### config.mk
export PLATFORM = sky130hd
export DESIGN_NAME = aud_pcm_refill_sched
export DESIGN_NICKNAME = d
export VERILOG_FILES = /design/src/rtl/aud_pcm_refill_sched.sv
export SDC_FILE = /design/constraint.sdc
export NUM_CORES = 1
export LEC_CHECK = 0
export ABC_AREA = 0
export ABC_CLOCK_PERIOD_IN_PS = 6810
export BUFFER_PORTS_ARGS = -buffer_cell sky130_fd_sc_hd__buf_2
export CAP_MARGIN = 20
export CELL_PAD_IN_SITES_DETAIL_PLACEMENT = 1
export CELL_PAD_IN_SITES_GLOBAL_PLACEMENT = 2
export CORE_MARGIN = 2
export CORE_UTILIZATION = 34
export DETAILED_ROUTE_END_ITERATION = 8
export PLACE_DENSITY = 0.89
export SETUP_SLACK_MARGIN = 0.5
export SLEW_MARGIN = 10
export SYNTH_ARGS = -nofsm -noshare
export SYNTH_HDL_FRONTEND = slang
export SYNTH_SLANG_ARGS = --single-unit
### constraint.sdc
create_clock -name clock -period 6.81 [get_ports clock]
set_input_delay 1.0215 -clock clock [delete_from_list [all_inputs] [get_ports clock]]
set_output_delay 1.0215 -clock clock [all_outputs]
set_load 0.02 [all_outputs]
### src/rtl/aud_pcm_refill_sched.sv
// PCM ring refill scheduler: copies source words into the device sample ring as play space frees up.
// Build option AUD_PCM_REFILL_IRQ_EN adds the irqLow near-underrun / fault level.
//
// state  | meaning
// IDLE   | stopped; waits for enable with a non-empty source and no fault
// CHECK  | waits until at least CHUNK ring words have been consumed
// RD     | memory read request held until OK or FAULT
// RDREL  | read request dropped, waits for memory READY
// WR     | device write request held until OK or FAULT
// WRREL  | write request dropped, waits for device READY, then advances pointers
module aud_pcm_refill_sched #(
    parameter int unsigned CHUNK    = 16,
    parameter logic [31:0] DEV_BASE = 32'h0009_0000,
    parameter logic [4:0]  OPM_RD   = 5'h0A,
    parameter logic [4:0]  OPM_WR   = 5'h12
) (
    input  logic        clock,
    input  logic        reset,
    input  logic        cfgEnable,
    input  logic        cfgLoop,
    input  logic [31:0] cfgSrcBase,
    input  logic [15:0] cfgSrcLen,
    input  logic [10:0] playPos,
    output logic [31:0] memAddr,
    output logic [4:0]  memOpm,
    input  logic [31:0] memInData,
    input  logic [1:0]  memOK,
    output logic [31:0] devAddr,
    output logic [31:0] devOutData,
    output logic [4:0]  devOpm,
    input  logic [1:0]  devOK,
    output logic        busy,
    output logic        done,
    output logic        fault
`ifdef AUD_PCM_REFILL_IRQ_EN
    ,
    output logic        irqLow
`endif
);

    localparam logic [1:0] RSP_READY = 2'd0;
    localparam logic [1:0] RSP_OK    = 2'd1;
    localparam logic [1:0] RSP_FAULT = 2'd3;

    typedef enum logic [2:0] {
        S_IDLE, S_CHECK, S_RD, S_RDREL, S_WR, S_WRREL
    } state_t;

    state_t      state;
    logic [10:0] wrPtr;
    logic [15:0] srcIdx;
    logic [8:0]  chunkCnt;
    logic [31:0] data_q;

    // One ring word is always left empty, so wrPtr == playPos reads as empty.
    logic [10:0] free;
    logic        room;
    logic [15:0] src_inc;
    logic        src_end;
    logic [15:0] src_next;
    logic [8:0]  chunk_dec;

    assign free      = playPos - wrPtr - 11'd1;
    assign room      = {1'b0, free} >= 12'(CHUNK);
    assign src_inc   = srcIdx + 16'd1;
    assign src_end   = (src_inc == cfgSrcLen);
    assign src_next  = (src_end && cfgLoop) ? 16'd0 : src_inc;
    assign chunk_dec = chunkCnt - 9'd1;

`ifdef AUD_PCM_REFILL_IRQ_EN
    logic [10:0] fill;
    assign fill = 11'd2047 - free;
`endif

    function automatic logic [31:0] src_addr(input logic [15:0] idx);
        return cfgSrcBase + {14'd0, idx, 2'b00};
    endfunction

    always_ff @(posedge clock or posedge reset) begin
        if (reset) begin
            state      <= S_IDLE;
            wrPtr      <= '0;
            srcIdx     <= '0;
            chunkCnt   <= '0;
            data_q     <= '0;
            memAddr    <= '0;
            memOpm     <= '0;
            devAddr    <= '0;
            devOutData <= '0;
            devOpm     <= '0;
            busy       <= 1'b0;
            done       <= 1'b0;
            fault      <= 1'b0;
`ifdef AUD_PCM_REFILL_IRQ_EN
            irqLow     <= 1'b0;
`endif
        end else begin
            done <= 1'b0;
`ifdef AUD_PCM_REFILL_IRQ_EN
            irqLow <= fault | (cfgEnable & (fill < 11'd256));
`endif
            case (state)
                S_IDLE: begin
                    if (cfgEnable && (cfgSrcLen != 16'd0) && !fault) begin
                        srcIdx <= '0;
                        busy   <= 1'b1;
                        state  <= S_CHECK;
                    end
                end
                S_CHECK: begin
                    if (!cfgEnable) begin
                        busy  <= 1'b0;
                        state <= S_IDLE;
                    end else if (room) begin
                        chunkCnt <= 9'(CHUNK);
                        memAddr  <= src_addr(srcIdx);
                        memOpm   <= OPM_RD;
                        state    <= S_RD;
                    end
                end
                S_RD: begin
                    if (memOK == RSP_OK) begin
                        data_q <= memInData;
                        memOpm <= '0;
                        state  <= S_RDREL;
                    end else if (memOK == RSP_FAULT) begin
                        fault  <= 1'b1;
                        memOpm <= '0;
                        busy   <= 1'b0;
                        state  <= S_IDLE;
                    end
                end
                S_RDREL: begin
                    if (memOK == RSP_READY) begin
                        devAddr    <= DEV_BASE + {19'd0, wrPtr, 2'b00};
                        devOutData <= data_q;
                        devOpm     <= OPM_WR;
                        state      <= S_WR;
                    end
                end
                S_WR: begin
                    if (devOK == RSP_OK) begin
                        devOpm <= '0;
                        state  <= S_WRREL;
                    end else if (devOK == RSP_FAULT) begin
                        fault  <= 1'b1;
                        devOpm <= '0;
                        busy   <= 1'b0;
                        state  <= S_IDLE;
                    end
                end
                S_WRREL: begin
                    if (devOK == RSP_READY) begin
                        wrPtr    <= wrPtr + 11'd1;
                        chunkCnt <= chunk_dec;
                        srcIdx   <= src_next;
                        // A dropped enable is honoured only here, once the word is fully written.
                        if (src_end && !cfgLoop) begin
                            done  <= 1'b1;
                            busy  <= 1'b0;
                            state <= S_IDLE;
                        end else if (!cfgEnable) begin
                            busy  <= 1'b0;
                            state <= S_IDLE;
                        end else if (chunk_dec == 9'd0) begin
                            state <= S_CHECK;
                        end else begin
                            memAddr <= src_addr(src_next);
                            memOpm  <= OPM_RD;
                            state   <= S_RD;
                        end
                    end
                end
                default: begin
                    busy  <= 1'b0;
                    state <= S_IDLE;
                end
            endcase
        end
    end

endmodule

==> reports/qor.yml, run 1 <==
setup_path:
  critPathKind: "reg -> reg"
  endpoint_kind: "flop"
  required_ps: 7160
  arrival_ps: 5930
  cp_max_fo: 17
  critPathLaunchType: "flop"
timing:
  maxSlewHeadroom_pct: 32.53
  fin_tns_setup_ps: 0
  fmax_ghz: 0.1790
  rsz0062_at_grt: "no"
  fin_skew_ps: 12.91
  setup_viol: 0
  fin_ws_ps: 1223
  post-route-min-period_ps: 5587
  fin_hold_ws_ps: 477.9
  fin_crit_sh_pct: 82.04
  tightest_slew_ps: 998.0
  hold_viol: 0
  slew_violations: 0
yosys:
  synth_common_cells: "dfrtp_1 (152), mux2_2 (69), o21ai_0 (67), nand2_1 (48), xnor2_1 (47)"
  yosys.area.top_type: "dfrtp_1"
  ys_types: 76
  ys.flop_type: "dfrtp_1"
  synth_area_leaders: "dfrtp_1 (42%), mux2_2 (8.5%), xnor2_1 (4.5%), mux2_4 (4.4%), ha_1 (4.1%)"
  synth_seq_cells: 152
  netlist_area_sq_um: 9120
  synthArstFlopShare_pct: 100.0
  post-synth-top-count-cell: "dfrtp_1"
  synthCells: 869
  synth_warnings: 0
  postSynthAreaPerCell_sq_um: 10.49
  synth_top_area_share_pct: 41.71
  seq_area_frac_synth_pct: 41.71
  synth_edf_count: 0
global_routing:
  grtUsageTotal_pct: 18.04
  grt_antenna_before_repair: 3
  grt_pass1_wl_mm: 40.57
  grt_max_degree: 83
  gr-total-overflow: 0
  grt_pass1_vias: 7526
cells_and_area:
  layout-drive-gt1-share_pct: 32.19
  finalNetCount: 1165
  fillerInstances: 3013
  area_growth_pct: 18.75
  layoutNonFillerInstCount: 1384
cts:
  postCtsSetupRepairBufs: 0
  hold_buffers: 0
  cts.htree.levels: 4
  cts_max_path_buffers: 2
  clk_latency_ps: 430
  clk_pin_slew_ps: 80
  cts_tree: "done"
  cts-root-buf: "clkbuf_16"
  cts_inserted_buffers: 17
  clock_sinks: 152
  ctsResizeCount: 0
die:
  die_w_um: 167.8
  io_pins: 208
  die_y_um: 167.8
  num_rows: 59
  core-area_sq_um: 26210
  dieArea_sq_um: 28150
  start_util_pct: 34.80
power_and_ir_drop:
  power_per_cell_area_nw_per_um2: 361.7
  p_leak_uw: 0.004999
  irDropWorstVdd_v: 0.0001399
routing:
  drt_first_pass_iters: 4
  drt-total-wl_mm: 25.24
  drt_iter0_drc: 401
  wl_per_cell_um: 18.23
  vias: 7142
  drc_errors: 0
  ant_nets: 0
  via_per_inst: 5.160
placed_design:
  dp_hpwl_mm: 18.55
  portBuffers: 182
  gp_congestion: 0.8232
  dp.cells: 1348
  place_ws_ps: 1166
flow_run:
  maxCapViolations: 0
worst_hold_path:
  min_path_type: "reg -> reg"
outcome:
  outcome: "finished, final reports clean"
==> where the power goes <==
part           total (uW)  switching (uW)  internal (uW)  leakage, uW
clock                 980             476            504     0.000300
sequential           1460             227           1240      0.00192
combinational        1470             804            670      0.00278
==> sequential cells by signal, summed over array words and instances, names as in the netlist <==
register	count
fault	1
chunkCnt	9
srcIdx	16
memAddr	32
done	1
busy	1
data_q	32
memOpm	1
wrPtr	11
state	3
devOutData	32
devAddr	12
devOpm	1
==> critical path: stages, from the launching register on <==
cell	delay, ps
dfrtp_1	520
ha_1	340
and4_4	340
nand3_4	120
or2_4	270
o31a_1	270
nand4_1	150
o21a_1	630
a22oi_1	230
fa_1	490
nand2b_1	180
a21oi_1	310
o211a_1	230
nor2_1	60
o211ai_1	550
nand2_1	230
or3_1	400
a31oi_1	180
==> cell usage in the layout (no fill, tap or decap), types with 9 or more instances in the layout <==
| cell | netlist | routed |
|---|---|---|
| a21o_1 | 9 | 9 |
| a21oi_1 | 27 | 27 |
| a22o_1 | 30 | 30 |
| and3_1 | 14 | 14 |
| buf_2 | 7 | 182 |
| clkbuf_16 | 0 | 17 |
| conb_1 | 1 | 25 |
| dfrtp_1 | 152 | 152 |
| ha_1 | 30 | 30 |
| inv_1 | 28 | 27 |
| mux2_2 | 69 | 69 |
| mux2_4 | 27 | 27 |
| nand2_1 | 48 | 48 |
| nand2b_1 | 19 | 19 |
| nand3_1 | 12 | 12 |
| nand4_1 | 16 | 16 |
| nor2_1 | 43 | 43 |
| nor2b_1 | 11 | 11 |
| nor3_1 | 20 | 20 |
| nor4_1 | 9 | 9 |
| o211ai_1 | 10 | 10 |
| o21ai_0 | 67 | 67 |
| or3_1 | 10 | 9 |
| xnor2_1 | 47 | 47 |
| xor2_1 | 11 | 11 |
==> cell type report <==
| class | instances | area (sq um) | area share [%] |
|---|---|---|---|
| multi-input combinational | 644 | 4855 | 44.82 |
| timing repair buffer | 191 | 1018 | 9.404 |
| tap | 335 | 419.2 | 3.870 |
| clock buffer | 17 | 425.4 | 3.928 |
| sequential | 152 | 3804 | 35.12 |
| inverter | 28 | 110.1 | 1.017 |
| antenna | 2 | 5.005 | 0.04621 |
| clock inverter | 15 | 193.9 | 1.791 |
==> cells by family after synthesis <==
group	synth area share (%)
AND/OR/NAND/NOR	13.91
adder cells (fa/ha/maj)	4.555
multiplexers	13.40
flip-flops	41.71
buffers and inverters	6.064
XOR/XNOR	5.570
other	0.04112
AO/OA/AOI/OAI	14.75
==> per-layer routing <==
| layer | global-route usage [%] | share of wire [%] | up-vias |
|---|---|---|---|
| li1 | - | - | 3430 |
| met1 | 23.04 | 44 | 3525 |
| met3 | 2.868 | 3.6 | 23 |
| met5 | 0 | 0.044 | - |
| met4 | 5.369 | 1.6 | 2 |
| met2 | 31.51 | 51 | 162 |
==> path summary, 6_finish.rpt <==
kind,start,slack (ps),cells past startpoint,endpoint
worst min-delay path,devAddr[7],480,2,devAddr[7]
worst max register to register,srcIdx[0],1220,17,memAddr[24]
max in group asynchronous,reset,4970,4,devOutData[3]
min in group asynchronous,reset,690,2,devAddr[9]
worst max-delay path,srcIdx[0],1220,17,memAddr[24]
worst min register to register,devAddr[7],480,2,devAddr[7]
==> through the flow <==
step                power (uW)  utilization (%)  cell area (sq um)
global route              4161            41.33              10830
detailed placement        2955            38.73              10150
floorplan                 2520                -               9210
global placement          2886            38.73              10150
finish                    3918            41.33              10830
CTS                       3954            41.10              10770
Power figures use the tool's default switching activity.
==> run 2, diff against run 1 <==
--- a/config.mk
+++ b/config.mk
@@ -5,16 +5,16 @@
 export SDC_FILE = /design/constraint.sdc
 export NUM_CORES = 1
 export LEC_CHECK = 0
-export ABC_AREA = 0
-export ABC_CLOCK_PERIOD_IN_PS = 6810
+export ABC_AREA = 1
+export ABC_CLOCK_PERIOD_IN_PS = 5300
 export BUFFER_PORTS_ARGS = -buffer_cell sky130_fd_sc_hd__buf_2
 export CAP_MARGIN = 20
 export CELL_PAD_IN_SITES_DETAIL_PLACEMENT = 1
 export CELL_PAD_IN_SITES_GLOBAL_PLACEMENT = 2
 export CORE_MARGIN = 2
-export CORE_UTILIZATION = 34
+export CORE_UTILIZATION = 31
 export DETAILED_ROUTE_END_ITERATION = 8
-export PLACE_DENSITY = 0.89
+export PLACE_DENSITY = 0.9
 export SETUP_SLACK_MARGIN = 0.5
 export SLEW_MARGIN = 10
 export SYNTH_ARGS = -nofsm -noshare
==> constraint.sdc (replaced) <==
create_clock -name clock -period 5.3 [get_ports clock]
set_input_delay 0.795 -clock clock [delete_from_list [all_inputs] [get_ports clock]]
set_output_delay 0.795 -clock clock [all_outputs]
set_load 0.02 [all_outputs]
==> run 2 against run 1 <==
Combinational power rose by 41%. Setup slack got worse by 240 ps. Cell count rose by 33%. Critical path depth rose by 8. Power rose by 31%. Global-route usage rose by 1.1 points. First-iteration DRC count fell by 1.5%. Flip-flop and latch count did not move. Critical path type unchanged. Critical endpoint is now memAddr[29]. Largest cell class unchanged. Highest routed layer is now met4.
==> reports/qor.yml, run 2 <==
worst_hold_path:
  min_path_type: "reg -> reg"
  hold_start: "memAddr[0]"
  hold_path_end: "memAddr[0]"
  min_delay_path_depth: 2  # unchanged
yosys:
  synth_seq_cells: 152  # unchanged
  synth_area_leaders: "dfrtp_1 (41%), nand2_1 (18%), inv_1 (5.1%), ha_1 (4.0%), nand3_1 (4.0%)"
  synth_top_family_by_area: "simple AND/OR/NAND/NOR gates"
  ys.flop_type: "dfrtp_1"
  postSynthAreaPerCell_sq_um: 7.395  # -30%
  synth_xor_area_share_pct: 3.739  # -1.8 points
  synthArstFlopShare_pct: 100.0  # unchanged
  yosys.area.top_type: "dfrtp_1"
  synth_common_cells: "nand2_1 (452), dfrtp_1 (152), inv_1 (128), nor2_1 (91), nand3_1 (75)"
  synthCells: 1267  # +46%
  seq_area_frac_synth_pct: 40.60  # -1.1 points
  synth_compound_area_share_pct: 6.343  # -8.4 points
  synth_warnings: 0  # unchanged
  yosys.area_share.simple_pct: 32.51  # +19 points
  synth_top_area_share_pct: 40.60  # -1.1 points
  synthAdderAreaFrac_pct: 4.434  # -0.12 points
  netlist_area_sq_um: 9369  # +2.7%
  synthMuxAreaShare_pct: 3.005  # -10 points
  synth_edf_count: 0  # unchanged
  post-synth-top-count-cell: "nand2_1"
  ys_types: 40  # -47%
timing:
  slew_violations: 0  # unchanged
  maxSlewHeadroom_pct: 43.41  # +11 points
  fin_tns_setup_ps: 0  # unchanged
  fin_crit_sh_pct: 81.46  # -0.58 points
  fin_ws_ps: 982.4  # -240.5 ps
  rsz0062_at_grt: "no"
  hold_viol: 0  # unchanged
  setup_viol: 0  # unchanged
  post-route-min-period_ps: 4318  # -1270 ps
  tightest_slew_ps: 848.9  # -149.1 ps
  fin_skew_ps: 13.51  # +0.6048 ps
  fmax_ghz: 0.2316  # +29%
placed_design:
  portBuffers: 182  # unchanged
  place_ws_ps: 813.8  # -351.8 ps
  gp_congestion: 0.8650  # +5.1%
  dp_hpwl_mm: 22.47  # +21%
power_and_ir_drop:
  p_leak_uw: 0.006025  # +21%
  combPwrFrac_pct: 40.2  # +2.6 points
  p_seq_share_pct: 36.0  # -1.3 points
  p_int_uw: 2910  # +21%
  power_per_cell_area_nw_per_um2: 461.4  # +28%
  pwr-share-clk_pct: 23.8  # -1.2 points
  irDropWorstVdd_v: 0.0002418  # +73%
  power.switching_uw: 2235  # +48%
  swShare_pct: 43.44  # +5.0 points
routing:
  drt_first_pass_iters: 4  # unchanged
  vias: 8938  # +25%
  drt-total-wl_mm: 29.84  # +18%
  ant_nets: 0  # unchanged
  drc_errors: 0  # unchanged
  via_per_inst: 4.850  # -6.0%
  drt_iter0_drc: 395  # -1.5%
  wl_per_cell_um: 16.19  # -11%
die:
  core-area_sq_um: 29720  # +13%
  start_util_pct: 31.53  # -3.3 points
  dieArea_sq_um: 31630  # +12%
  num_rows: 63  # +6.8%
  io_pins: 208  # unchanged
  die_w_um: 177.8  # +6.0%
  die_y_um: 177.8  # +6.0%
cells_and_area:
  final_common_cell: "nand2_1"
  finalNetCount: 1571  # +35%
  area_growth_pct: 19.02
  layout-drive-gt1-share_pct: 18.86  # -13 points
  fillerInstances: 3794  # +26%
  regArea_sq_um: 3804  # unchanged
  final_cell_mix: "nand2_1 (451), buf_2 (182), dfrtp_1 (152)"
  antenna_cells: 0  # -2
  multi_input_area_sq_um: 4793  # -1.3%
  fin_util_pct: 37.52  # -3.8 points
  top_regs: "data_q (32), devOutData (32), memAddr (32)"
setup_path:
  endpoint_kind: "flop"
  arrival_ps: 4620  # -1310 ps
  required_ps: 5610  # -1550 ps
  critPathLaunchType: "flop"
  critPathKind: "reg -> reg"
  cp_max_fo: 18  # +1
  reg2reg_depth: 25  # +8
  r2r_start: "srcIdx[0]"
  r2r_slack_ps: 980  # -240 ps
  rr_endpoint: "memAddr[29]"
cts:
  clock_sinks: 152  # unchanged
  clk_latency_ps: 430  # about the same
  clk_pin_slew_ps: 70  # about the same
  cts_inserted_buffers: 17  # unchanged
  cts_max_path_buffers: 2  # unchanged
  cts.htree.levels: 4  # unchanged
  postCtsSetupRepairBufs: 0  # unchanged
  cts-root-buf: "clkbuf_16"
  cts_tree: "done"
global_routing:
  gr-total-overflow: 0  # unchanged
  grtUsageTotal_pct: 19.10  # +1.1 points
  grt_pass1_wl_mm: 47.69  # +18%
  grt_antenna_before_repair: 0  # -3
  grt_pass1_vias: 9162  # +22%
  grt_max_degree: 153  # +84%
flow_run:
  maxCapViolations: 0  # unchanged
outcome:
  outcome: "finished, final reports clean"
[run 2: changes by cell type after synthesis, sizes merged, moves of 11 or more]
| cell | change |
|---|---|
| nand4 | +44 |
| xnor2 | -34 |
| a22o | -30 |
| and3 | -14 |
| nand2 | +407 |
| nor2b | -11 |
| nand2b | -19 |
| inv | +108 |
| xor2 | +16 |
| nand3 | +63 |
| mux2 | -71 |
| nor2 | +57 |
[run 2: worst max path at each step]
stage / start / to / slack [ps] / cells past startpoint
after CTS: srcIdx[0] / memAddr[20] / 730 / 27
after global routing: srcIdx[0] / memAddr[31] / 520 / 25
final: srcIdx[0] / memAddr[29] / 980 / 25
after global placement: srcIdx[0] / memAddr[22] / 960 / 27
after floorplan: srcIdx[0] / memAddr[22] / 1630 / 28
after detailed placement: srcIdx[0] / memAddr[20] / 810 / 27
[run 2: worst max-delay path, cell delays in order (launching register included)]
cell	delay (ps)
dfrtp_1	490
ha_1	260
nand2_1	120
nor2_4	190
nand3_1	130
nand2_1	140
nand2_1	60
nand2_1	60
nand2_1	60
nor2_1	80
nand2_1	90
nor2_4	140
nand3_2	100
nand2_4	200
inv_2	180
nand2_1	90
o21ai_0	150
ha_1	430
nand2_1	150
nor3_1	300
nand4_1	130
nand3_1	220
nand2_1	90
xor2_1	150
nand4_1	90
nand2_1	80
[run 2: final cells by class]
cell class | count | share of cell area (%)
multi-input cells | 944 | 42.99
well taps | 390 | 4.376
flip-flops and latches | 152 | 34.11
inverters | 137 | 4.645
repair buffers | 188 | 8.685
clock buffers | 17 | 3.815
clock inverters | 15 | 1.380
[run 2: timing repair]
action / 4_1_cts / 5_1_grt
hold buffers: 0 / 0
setup endpoints to repair: 0 / 17
gates resized for setup: 0 / 2
hold endpoints to repair: 0 / 0
[run 2: cell families after synthesis]
logic type      Yosys count
simple gates            712
buf+inv                 195
flops                   152
compound gates          110
xor+xnor                 40
fa+ha+maj                32
mux                      25
other cells               1
[run 2: layer usage]
layer	up-vias	wire [um]	track usage [%]
li1	4375	-	-
met1	4349	13830	25.62
met2	197	14180	32.19
met3	17	1556	3.385
met4	0	281	3.893
met5	-	0	0
[run 2: power groups by stage]
stage	Combinational, uW	Sequential, uW	Clock, uW
floorplan	1100	2170	0
global placement	2030	1850	0
detailed placement	2090	1880	0
CTS	2100	1860	1260
global route	2330	1910	1300
finish	2070	1850	1220
[run 2: per-stage QoR]
step	area, sq um	total power, uW	instances	hold slack [ps]
after global routing	11150	5540	1843	487.4
after floorplan	9463	3269	1291	438.0
after detailed placement	10570	3966	1811	452.8
after CTS	11150	5216	1843	470.3
final	11150	5145	1843	466.6
after global placement	10570	3881	1811	449.2
